===== config.mk =====
export PLATFORM = sky130hd
export DESIGN_NAME = ifu_fetch_ctrl_flat
export DESIGN_NICKNAME = d
export VERILOG_FILES = /design/src/rtl/ifu_fetch_ctrl_if.sv /design/src/rtl/ifu_fetch_ctrl.sv /design/src/flat_wrapper.sv
export SDC_FILE = /design/constraint.sdc
export NUM_CORES = 1
export LEC_CHECK = 0
export ABC_AREA = 1
export BUFFER_PORTS_ARGS = -buffer_cell sky130_fd_sc_hd__buf_2
export CORE_MARGIN = 8
export CORE_UTILIZATION = 47
export CTS_BUF_LIST = sky130_fd_sc_hd__clkbuf_8
export DETAILED_ROUTE_END_ITERATION = 8
export PLACE_DENSITY = 0.83
export RECOVER_POWER = 100
export SLEW_MARGIN = 20
export SYNTH_ARGS = -nofsm -noshare
export SYNTH_HDL_FRONTEND = slang
export SYNTH_SLANG_ARGS = --single-unit

===== constraint.sdc =====
create_clock -name clock -period 2.36 [get_ports clock]
set_clock_uncertainty 0.1 [all_clocks]
set_input_delay 0.118 -clock clock [delete_from_list [all_inputs] [get_ports clock]]
set_output_delay 0.118 -clock clock [all_outputs]
set_load 0.005 [all_outputs]

===== src/rtl/ifu_fetch_ctrl_if.sv =====
// Fetch-side bus bundle: line request/response towards the memory arbiter
// and line delivery/flush towards the instruction buffer.
interface ifu_fetch_ctrl_if #(
  parameter int PC_W = 48
);
  logic            mem_req_valid;
  logic [PC_W-1:0] mem_req_addr;
  logic            mem_req_ready;
  logic            mem_resp_valid;
  logic            line_valid;
  logic [PC_W-1:0] line_pc;
  logic [3:0]      line_skip;
  logic            ibuf_clear;
  logic [5:0]      ibuf_count;
  logic            ibuf_write_busy;

  modport master (
    output mem_req_valid, mem_req_addr, line_valid, line_pc, line_skip, ibuf_clear,
    input  mem_req_ready, mem_resp_valid, ibuf_count, ibuf_write_busy
  );

  modport slave (
    input  mem_req_valid, mem_req_addr, line_valid, line_pc, line_skip, ibuf_clear,
    output mem_req_ready, mem_resp_valid, ibuf_count, ibuf_write_busy
  );
endinterface


===== src/rtl/ifu_fetch_ctrl.sv =====
// Line-fetch sequencer: one 64-byte line request outstanding at a time, paced by
// instruction-buffer occupancy. Optional perf counters behind IFU_PERF_CNT_EN.
//
// state | meaning
// IDLE  | first cycle after reset, request issued next cycle
// REQ   | mem_req_valid high, waiting for the arbiter to accept
// WAIT  | request accepted, waiting for the line response
// HOLD  | line delivered, waiting for buffer room before the next request
module ifu_fetch_ctrl #(
  parameter int              PC_W             = 48,
  parameter logic [PC_W-1:0] RESET_PC         = 48'h0000_8000_0000,
  parameter int              IBUF_DEPTH       = 24,
  parameter int              REFILL_THRESHOLD = 4
) (
  input  logic                 clock,
  input  logic                 reset,
  input  logic                 redirect_valid,
  input  logic [PC_W-1:0]      redirect_pc,
  input  logic                 fetch_stall,
  ifu_fetch_ctrl_if.master     bus,
  output logic [31:0]          perf_lines,
  output logic [31:0]          perf_discards
);

  localparam logic [1:0] IDLE = 2'd0;
  localparam logic [1:0] REQ  = 2'd1;
  localparam logic [1:0] WAIT = 2'd2;
  localparam logic [1:0] HOLD = 2'd3;

  // A full line must always fit, so the threshold is clamped to depth-16.
  localparam int         THR_MAX = IBUF_DEPTH - 16;
  localparam logic [5:0] THR     = 6'((REFILL_THRESHOLD > THR_MAX) ? THR_MAX : REFILL_THRESHOLD);

  logic [1:0]      state_q, state_d;
  logic [PC_W-1:0] fetch_pc_q, fetch_pc_d;
  logic [3:0]      skip_q, skip_d;
  logic            discard_q, discard_d;
  logic            ibuf_clear_q, ibuf_clear_d;

  logic [PC_W-1:0] line_addr;
  logic            line_valid;
  logic            lines_inc;
  logic            discards_inc;
  logic            refill_ok;

  assign line_addr = {fetch_pc_q[PC_W-1:6], 6'b0};
  assign refill_ok = (bus.ibuf_count <= THR) && !bus.ibuf_write_busy && !fetch_stall;

  always_comb begin
    state_d      = state_q;
    fetch_pc_d   = fetch_pc_q;
    skip_d       = skip_q;
    discard_d    = discard_q;
    ibuf_clear_d = redirect_valid;
    line_valid   = 1'b0;
    lines_inc    = 1'b0;
    discards_inc = 1'b0;

    case (state_q)
      IDLE: state_d = REQ;
      REQ:  if (bus.mem_req_ready) state_d = WAIT;
      WAIT: begin
        if (bus.mem_resp_valid) begin
          if (!discard_q) begin
            line_valid = 1'b1;
            lines_inc  = 1'b1;
            fetch_pc_d = line_addr + PC_W'(64);
            skip_d     = 4'd0;
            state_d    = HOLD;
          end else begin
            discard_d    = 1'b0;
            discards_inc = 1'b1;
            state_d      = REQ;
          end
        end
      end
      HOLD: if (refill_ok) state_d = REQ;
      default: state_d = IDLE;
    endcase

    if (redirect_valid) begin
      fetch_pc_d = {redirect_pc[PC_W-1:2], 2'b00};
      skip_d     = redirect_pc[5:2];
      line_valid = 1'b0;
      lines_inc  = 1'b0;
      case (state_q)
        REQ: begin
          // The old address is already on the bus; if taken, its line is stale.
          if (bus.mem_req_ready) begin
            state_d   = WAIT;
            discard_d = 1'b1;
          end else begin
            state_d = REQ;
          end
        end
        WAIT: begin
          if (bus.mem_resp_valid) begin
            discard_d    = 1'b0;
            discards_inc = 1'b1;
            state_d      = REQ;
          end else begin
            discard_d = 1'b1;
            state_d   = WAIT;
          end
        end
        default: state_d = REQ;
      endcase
    end
  end

  always_ff @(posedge clock) begin
    if (reset) begin
      state_q      <= IDLE;
      fetch_pc_q   <= {RESET_PC[PC_W-1:2], 2'b00};
      skip_q       <= RESET_PC[5:2];
      discard_q    <= 1'b0;
      ibuf_clear_q <= 1'b0;
    end else begin
      state_q      <= state_d;
      fetch_pc_q   <= fetch_pc_d;
      skip_q       <= skip_d;
      discard_q    <= discard_d;
      ibuf_clear_q <= ibuf_clear_d;
    end
  end

  assign bus.mem_req_valid = (state_q == REQ);
  assign bus.mem_req_addr  = line_addr;
  assign bus.line_valid    = line_valid;
  assign bus.line_pc       = line_addr;
  assign bus.line_skip     = skip_q;
  assign bus.ibuf_clear    = ibuf_clear_q;

`ifdef IFU_PERF_CNT_EN
  logic [31:0] perf_lines_q, perf_lines_d;
  logic [31:0] perf_discards_q, perf_discards_d;

  always_comb begin
    perf_lines_d    = perf_lines_q + {31'd0, lines_inc};
    perf_discards_d = perf_discards_q + {31'd0, discards_inc};
  end

  always_ff @(posedge clock) begin
    if (reset) begin
      perf_lines_q    <= 32'd0;
      perf_discards_q <= 32'd0;
    end else begin
      perf_lines_q    <= perf_lines_d;
      perf_discards_q <= perf_discards_d;
    end
  end

  assign perf_lines    = perf_lines_q;
  assign perf_discards = perf_discards_q;

  logic unused_bits;
  assign unused_bits = &{1'b0, redirect_pc[1:0], fetch_pc_q[5:0]};
`else
  assign perf_lines    = 32'd0;
  assign perf_discards = 32'd0;

  logic unused_bits;
  assign unused_bits = &{1'b0, redirect_pc[1:0], fetch_pc_q[5:0], lines_inc, discards_inc};
`endif

endmodule

===== src/flat_wrapper.sv =====
// flat-port wrapper written by rule: the top's interface ports become plain ports
module ifu_fetch_ctrl_flat 
#(
  parameter int              PC_W             = 48,
  parameter logic [PC_W-1:0] RESET_PC         = 48'h0000_8000_0000,
  parameter int              IBUF_DEPTH       = 24,
  parameter int              REFILL_THRESHOLD = 4
)
  (clock, reset, redirect_valid, redirect_pc, fetch_stall, perf_lines, perf_discards, bus_mem_req_valid, bus_mem_req_addr, bus_line_valid, bus_line_pc, bus_line_skip, bus_ibuf_clear, bus_mem_req_ready, bus_mem_resp_valid, bus_ibuf_count, bus_ibuf_write_busy);
  ifu_fetch_ctrl_if #(.PC_W(PC_W)) bus_i ();
  input  logic clock;
  input  logic reset;
  input  logic redirect_valid;
  input  logic [PC_W-1:0] redirect_pc;
  input  logic fetch_stall;
  output logic [31:0] perf_lines;
  output logic [31:0] perf_discards;
  output wire logic [$bits(bus_i.mem_req_valid)-1:0] bus_mem_req_valid;
  output wire logic [$bits(bus_i.mem_req_addr)-1:0] bus_mem_req_addr;
  output wire logic [$bits(bus_i.line_valid)-1:0] bus_line_valid;
  output wire logic [$bits(bus_i.line_pc)-1:0] bus_line_pc;
  output wire logic [$bits(bus_i.line_skip)-1:0] bus_line_skip;
  output wire logic [$bits(bus_i.ibuf_clear)-1:0] bus_ibuf_clear;
  input wire logic [$bits(bus_i.mem_req_ready)-1:0] bus_mem_req_ready;
  input wire logic [$bits(bus_i.mem_resp_valid)-1:0] bus_mem_resp_valid;
  input wire logic [$bits(bus_i.ibuf_count)-1:0] bus_ibuf_count;
  input wire logic [$bits(bus_i.ibuf_write_busy)-1:0] bus_ibuf_write_busy;
  assign bus_mem_req_valid = bus_i.mem_req_valid;
  assign bus_mem_req_addr = bus_i.mem_req_addr;
  assign bus_line_valid = bus_i.line_valid;
  assign bus_line_pc = bus_i.line_pc;
  assign bus_line_skip = bus_i.line_skip;
  assign bus_ibuf_clear = bus_i.ibuf_clear;
  assign bus_i.mem_req_ready = bus_mem_req_ready;
  assign bus_i.mem_resp_valid = bus_mem_resp_valid;
  assign bus_i.ibuf_count = bus_ibuf_count;
  assign bus_i.ibuf_write_busy = bus_ibuf_write_busy;
  ifu_fetch_ctrl #(.PC_W(PC_W), .RESET_PC(RESET_PC), .IBUF_DEPTH(IBUF_DEPTH), .REFILL_THRESHOLD(REFILL_THRESHOLD)) u_core (.clock(clock), .reset(reset), .redirect_valid(redirect_valid), .redirect_pc(redirect_pc), .fetch_stall(fetch_stall), .bus(bus_i), .perf_lines(perf_lines), .perf_discards(perf_discards));
endmodule

# Word-level counts from Yosys, hierarchy flattened
# Cells that the tools add are included.
# W data, S select, Z words.
# totals
reg_bits,56
latchBits,0
mem_bits_rw,0
romBits,0
inputBits,61
output_inout_bits,167
wordCells,54
memories,0
# classes
addsub,1
multipliers,0
div_mod_pow,0
magnitude_cmp,1
n_eq_ne,7
shift,0
n_mux,27
bitwise_logic,1
n_reduce_logical,11
# ops
cell,count
$mux W48,4
$add A48 B7 Y48 const B,1
$mux W4,4
$mux W2,7
$mux W1,9
$reduce_and A3 Y1,3
$pmux W2 S4,1
$le A6 B3 Y1 const B,1
$ne A3 B2 Y1 const B,2
$eq A2 B2 Y1 const B,2
$pmux W2 S2,1
$reduce_bool A2 Y1,2
$ne A3 B3 Y1 const B,1
$eq A2 B1 Y1 const B,1
$logic_and A1 B1 Y1,2
$logic_not A1 Y1,2
$logic_not A2 Y1,1
$ne A2 B2 Y1 const B,1
$pmux W1 S2,1
$reduce_or A2 Y1,1
$not A1 Y1,1

# Logic depth before layout (Yosys ltp)
# Gate-level depths: netlist of the first run.
# depth
ltp_word,6
depth_mapped,12
mapped_depth_nobuf,11

# Worst setup path after synthesis of the first run
# Ideal clock, no wire load.
# synth_path
path_kind,flip-flop to flip-flop
from,register u_core.state_q[0]
to,register u_core.fetch_pc_q[41]
setup_time_ps,68
arrival_time_ps,1532
t_required_ps,2192
slack_ps,660
path_stages_with_launch,13
path_buffers,1
synth_period_minus_slack_ps,1700
path_cell_list,dfxtp_1 > inv_1 > ha_1 > inv_2 > nor2_4 > nand2_8 > inv_2 > nor2_8 > inv_2 > buf_2 > o21ai_0 > inv_1 > a21oi_2
# synth_via
elab_chain_cells,3
# synth_rtl
item,line,source
start: declaration,ifu_fetch_ctrl.sv:34,"logic [1:0] state_q, state_d;"
start signal: assignment,ifu_fetch_ctrl.sv:119,state_q <= state_d;
$eq A2 B2 Y1,ifu_fetch_ctrl.sv:59,case (state_q)
$reduce_bool A2 Y1 (no source line),-,
$reduce_and A3 Y1 (no source line),-,
end signal: assignment,ifu_fetch_ctrl.sv:114,"fetch_pc_q <= {RESET_PC[PC_W-1:2], 2'b00};"
end signal: assignment,ifu_fetch_ctrl.sv:120,fetch_pc_q <= fetch_pc_d;
end: declaration,ifu_fetch_ctrl.sv:35,"logic [PC_W-1:0] fetch_pc_q, fetch_pc_d;"
# No other way between the ends.
# A chain may end at the register's enable or synchronous reset.

# Worst setup path in the final report of the first run
# layout_path
from,register u_core.state_q[0]
to,register u_core.fetch_pc_q[30]
# The elaborated chain is that of the path after synthesis.

==> results.py, run 1 <==
metrics = {
    "place": {
        "hpwl_um": 10200,
        "place.port_buffers": 149,
        "gp_congestion": 0.918,
    },
    "sta": {
        "hold_viol_final": 0,
        "fmax_ghz": 0.482,
        "rsz0062_at_grt": "no",
        "min_period_ns": 2.07,
        "setup_violations": 0,
        "relSlewSlack": 0.634,
        "fin_tns_setup_ns": 0,
        "timing.final.crit_share": 0.878,
        "tightestPinTransition_ns": 0.548,
        "slew_viol_final": 0,
    },
    "outcome": {
        "status": "completed",
    },
    "pwr": {
        "power_density_mw_per_mm2": 422,
        "pwr-share-seq": 0.482,
        "p_total_w": 0.00203,
        "p_leak_nw": 2.16,
        "p_sw_frac": 0.313,
        "p_int_w": 0.00139,
        "power_frac_comb": 0.221,
        "irDropWorstVdd_v": 0.000230,
        "switchingPower_w": 0.000635,
        "pwr-share-clk": 0.297,
    },
    "route": {
        "drt-vias-per-instance": 4.92,
        "ant_nets": 0,
        "top_layer": "met4",
        "dr_wl_met2_um": 6260,
        "dr.pass1.iters": 5,
        "post_drt_wl_per_cell_um": 14.5,
        "m1WireLength_um": 5250,
        "num_vias": 4382,
        "drt-total-wl_um": 12900,
        "first_iter_violations": 306,
        "wl_met3_um": 1190,
        "drcViolationCount": 0,
    },
    "die": {
        "die_area_sq_mm": 0.0126,
        "start_util": 0.476,
        "dieWidth_um": 112,
        "ios": 228,
        "die_h_um": 112,
        "core_sq_mm": 0.00911,
        "rows": 35,
    },
    "synth": {
        "postSynthCellCount": 654,
        "synthDistinctLibCells": 43,
        "synth-seq-cells": 50,
        "synth_fa_ha_area_frac": 0.0144,
        "synth_top_family_by_area": "simple AND/OR/NAND/NOR gates",
        "syn_avg_cell_area_sq_um": 6.63,
        "synth_top_cell_area_share": 0.231,
        "synth-simple-area-share": 0.332,
        "synth_top_area_cell": "dfxtp_1",
        "ys_warn_count": 0,
        "ys_seq_area_frac": 0.231,
        "synth_compound_area_frac": 0.128,
        "synth.area.top_cells": "dfxtp_1 (23%), buf_4 (20%), nand2_1 (13%), nor2_1 (5.1%), nand3_1 (4.5%)",
        "netlist_area_sq_mm": 0.00434,
        "synth-xor-area-share": 0.0202,
        "synth_mux_area_frac": 0,
    },
    "cells_and_area": {
        "area_growth_pct": 10.7,
        "layout.nets": 844,
        "drive_above_1_share": 0.175,
        "layout_commonest_cell": "nand2_1",
        "layout_common_cells": "nand2_1 (150), buf_2 (85), conb_1 (76)",
        "diodes": 0,
    },
    "clock_network": {
        "worstSkewPairLatency_ns": 0.30,
        "clkSinkCount": 50,
        "path_clk_slew_ns": 0.10,
        "cts_root_buf": "clkbuf_8",
        "cts_made_buffers": 5,
        "post_cts_resize_count": 0,
        "tritoncts": "done",
        "clock_path_buffers": 2,
        "htree_levels": 2,
    },
    "setup_path": {
        "crit_chain": "inv_1 > ha_1 > inv_1 > nor2_4 > nand2_8 > nor2_4 > clkbuf_1 > nand4_1 > a31oi_1",
        "crit_buf_inv": 3,
        "path_class": "reg2reg",
        "worst_path_dominant_cell_family": "simple AND/OR/NAND/NOR gates",
        "cp-end-kind": "flip-flop",
        "worst_ep_arrival_time_ns": 2.20,
        "crit_path_top_delay_cell": "clkbuf_1",
        "max_stage_delay_ns": 0.39,
        "path_max_fanout": 10,
        "crit_required_ns": 2.49,
        "worstSetupStartpointType": "flip-flop",
    },
    "global_route": {
        "grtUsageTotal": 0.197,
        "antenna_found_initial": 0,
        "grt_max_degree": 43,
        "grt_first_pass_wirelength_um": 20900,
        "overflow": 0,
        "grt_pass1_vias": 4377,
    },
    "run": {
        "drv_cap": 0,
    },
    "min_path": {
        "hold_path.class": "in2reg",
    },
}
what timing repair did:
action	in CTS	in global routing
endpoints found under the hold margin	21	0
hold buffers	21	0
setup buffers	0	0
metrics by stage:
step | instance area (sq um) | hold WS (ns) | worst slack (ns) | utilization | instances
2_1_floorplan | 4620 | 0.140 | 0.660 | - | 729
3_3_place_gp | 4590 | 0.224 | 0.516 | 0.504 | 861
3_5_place_dp | 4590 | 0.231 | 0.465 | 0.504 | 861
4_1_cts | 4900 | 0.0146 | 0.441 | 0.538 | 890
5_1_grt | 4800 | 0.0291 | 0.158 | 0.527 | 890
6_report | 4800 | 0.0170 | 0.287 | 0.527 | 890
registers in the layout, summed over array words and instances, names as in the netlist:
register               cells
u_core.bus.ibuf_clear      1
u_core.bus.line_skip       3
u_core.state_q             2
u_core.discard_q           1
u_core.fetch_pc_q         43
worst min-delay path, stage by stage:
cell	delay, ns
buf_2	0.10
nand2_1	0.08
a31oi_1	0.08
layout make-up:
type | count | area [sq um]
Inverter | 58 | 218
Timing Repair Buffer | 177 | 922
Clock inverter | 3 | 37.5
Multi-Input combinational cell | 486 | 2420
Tap cell | 111 | 139
Fill cell | 929 | 4310
Sequential cell | 50 | 1000
Clock buffer | 5 | 68.8
path summary, 6_finish.rpt:
check                          start                 endpoint  slack, ns  depth (start not counted)
min reg2reg  u_core.bus.line_skip[0]  u_core.bus.line_skip[0]       0.41                          1
min                  redirect_pc[22]    u_core.fetch_pc_q[22]       0.02                          3
max reg2reg        u_core.state_q[0]    u_core.fetch_pc_q[30]       0.29                          9
max                u_core.state_q[0]    u_core.fetch_pc_q[30]       0.29                          9
cells by family after synthesis:
family,after synthesis
AND/OR/NAND/NOR,302
buffers and inverters,193
AO/OA/AOI/OAI,93
flip-flops,50
XOR/XNOR,10
adder cells (fa/ha/maj),5
other,1
power by group through the flow:
stage          Combinational [W]  Clock (W)  Sequential (W)
2_1_floorplan           0.000385          0        0.000981
3_3_place_gp            0.000424          0        0.000994
3_5_place_dp            0.000432          0        0.000995
4_1_cts                 0.000460   0.000615        0.000976
5_1_grt                 0.000504   0.000645        0.000990
6_report                0.000447   0.000603        0.000978
layer usage:
layer,global-route usage,up-vias
li1,-,2170
met1,0.229,1968
met2,0.347,222
met3,0.0531,22
met4,0.0603,0
met5,0,-
Yosys cell counts, drive strengths merged:
library cell and number:
o21ai 26, nand4 9, nor3 8, nand3 43
dfxtp 50, nand2 157, o311ai 1, ha 5
a21oi 34, nand3b 1, inv 58, o211ai 4
a21o 1, a31oi 18, buf 127, xnor2 4
and3 1, clkbuf 8, or2 3, nor4 3
nor2 76, a22o 2, conb 1, a221oi 1
o21bai 2, xor2 6, nor3b 1, a32o 4
Power figures use the tool's default switching activity.
==> inputs of run 2 (changes only) <==
- CORE_MARGIN: 8 -> unset
- CORE_UTILIZATION: 47 -> 51
- PLACE_DENSITY: 0.83 -> 0.89
- clock period: 2.36 -> 2.65 ns (I/O delays scaled with it)
==> run 2 against run 1 <==
  * The run now ends with hold timing left
  * Sequential share of layout area is 0.43 points higher
  * First-iteration DRC count is 11% higher
  * Worst hold slack worse by 0.025 ns
  * Wire length is 12% lower
  * Critical endpoint is now u_core.discard_q
  * Total power is 16% lower
  * Final cell count is 1.9% lower
  * Setup slack better by 0.22 ns
==> results.py, run 2 (synthesis results as in run 1) <==
metrics = {
    "global_route": {
        "grt_max_degree": 29,
        "grt_pass1_vias": 3804,
        "antenna_found_initial": 0,
        "grt_first_pass_wirelength_um": 17900,
        "overflow": 0,
        "grtUsageTotal": 0.256,
    },
    "clock_network": {
        "clock_path_buffers": 2,
        "htree_levels": 2,
        "worstSkewPairLatency_ns": 0.31,
        "tritoncts": "done",
        "post_cts_buffers": 0,
        "cts_hold_repair.buffers": 12,
        "cts_made_buffers": 5,
        "post_cts_resize_count": 0,
        "cts_root_buf": "clkbuf_8",
        "clkSinkCount": 50,
        "path_clk_slew_ns": 0.09,
    },
    "setup_path": {
        "critPathLaunch": "redirect_valid",
        "path_class": "in2reg",
        "critPathCapture": "u_core.discard_q",
        "r2r_end": "u_core.fetch_pc_q[14]",
        "path_max_fanout": 24,
        "ff2ff_path_depth": 10,
        "cp-end-kind": "flip-flop",
        "worstSetupStartpointType": "input pin",
        "r2r_start": "u_core.state_q[0]",
        "crit_required_ns": 2.74,
        "r2r_setup_slack_ns": 0.51,
        "worst_ep_arrival_time_ns": 2.24,
    },
    "sta": {
        "relSlewSlack": 0.241,
        "slew_viol_final": 0,
        "setup_violations": 0,
        "rsz0062_at_grt": "no",
        "fin_tns_setup_ns": 0,
        "timing.final.crit_share": 0.810,
        "fin_hold_ws_ns": -0.00787,
        "fmax_ghz": 0.466,
        "tightestPinTransition_ns": 1.14,
        "min_period_ns": 2.15,
        "hold_viol_final": 2,
    },
    "die": {
        "core_sq_mm": 0.00822,
        "die_area_sq_mm": 0.00888,
        "start_util": 0.528,
        "rows": 33,
        "ios": 228,
        "die_h_um": 94.2,
        "dieWidth_um": 94.2,
    },
    "run": {
        "drv_cap": 0,
    },
    "route": {
        "drcViolationCount": 0,
        "post_drt_wl_per_cell_um": 13.1,
        "ant_nets": 0,
        "drt-total-wl_um": 11400,
        "num_vias": 4373,
        "first_iter_violations": 340,
        "dr.pass1.iters": 5,
        "drt-vias-per-instance": 5.01,
    },
    "outcome": {
        "status": "finished, violations left",
        "violations": "hold timing",
    },
    "pwr": {
        "power_density_mw_per_mm2": 360,
        "p_leak_nw": 2.16,
        "irDropWorstVdd_v": 0.000220,
        "p_total_w": 0.00169,
    },
    "place": {
        "dpl_cell_area_sq_mm": 0.00457,
        "hpwl_um": 8580,
        "dpl.cell_count": 854,
        "gp_congestion": 0.895,
        "place.port_buffers": 149,
    },
    "cells_and_area": {
        "layout.nets": 834,
        "diodes": 0,
        "layout_commonest_cell": "nand2_1",
        "final_cells": 873,
        "drive_above_1_share": 0.199,
        "layout_common_cells": "nand2_1 (150), buf_2 (101), conb_1 (76)",
        "largest_register": "u_core.fetch_pc_q",
        "design_area_sq_mm": 0.00471,
        "largest_reg_flops": 43,
        "area_growth_pct": 8.51,
    },
    "min_path": {
        "hold_path.class": "in2reg",
    },
}
[run 2: changes by cell type in the layout (fill, tap and decap cells not counted), sizes merged]
| cell | previous run | this run |
|---|---|---|
| bufinv | 1 | 0 |
| clkbuf | 70 | 53 |
| buf | 91 | 107 |
| dlygate4sd3 | 21 | 12 |
[run 2: power by group]
part,internal [W],switching (W),total (W)
Sequential,0.000798,0.0000728,0.000871
Combinational,0.000161,0.000223,0.000384
Clock,0.000175,0.000264,0.000439
[run 2: layout make-up]
type,count,area (sq um)
Timing Repair Buffer,167,847
Sequential cell,50,1000
Multi-Input combinational cell,486,2430
Clock inverter,2,7.51
Inverter,58,218
Fill cell,820,3510
Tap cell,105,131
Clock buffer,5,68.8
[run 2: routing by layer]
metal	wire length [um]	track usage	share of wire	vias up
met5	0	0	0	-
met4	235	0.0821	0.021	0
met3	1110	0.0469	0.098	27
met2	5460	0.442	0.48	254
met1	4590	0.317	0.40	1945
li1	-	-	-	2147
[run 2: worst min path at each step]
stage,slack [ns],start,endpoint,depth (start not counted)
6_report,-0.008,redirect_pc[11],u_core.fetch_pc_q[11],3
2_1_floorplan,0.15,redirect_pc[2],u_core.bus.line_skip[0],1
3_5_place_dp,0.24,redirect_pc[5],u_core.fetch_pc_q[5],2
4_1_cts,0.002,redirect_pc[11],u_core.fetch_pc_q[11],3
3_3_place_gp,0.24,redirect_pc[2],u_core.bus.line_skip[0],2
5_1_grt,0.0008,redirect_pc[29],u_core.fetch_pc_q[29],3
[run 2: through the flow]
step           setup slack (ns)  utilization
2_1_floorplan             0.950            -
4_1_cts                   0.710        0.580
3_5_place_dp              0.740        0.557
5_1_grt                   0.268        0.573
6_report                  0.503        0.573
3_3_place_gp              0.778        0.557
[run 2: critical path, stage by stage]
cell and delay, ns:
clkbuf_1 0.82, inv_1 0.70, o311ai_0 0.47, a21oi_1 0.11
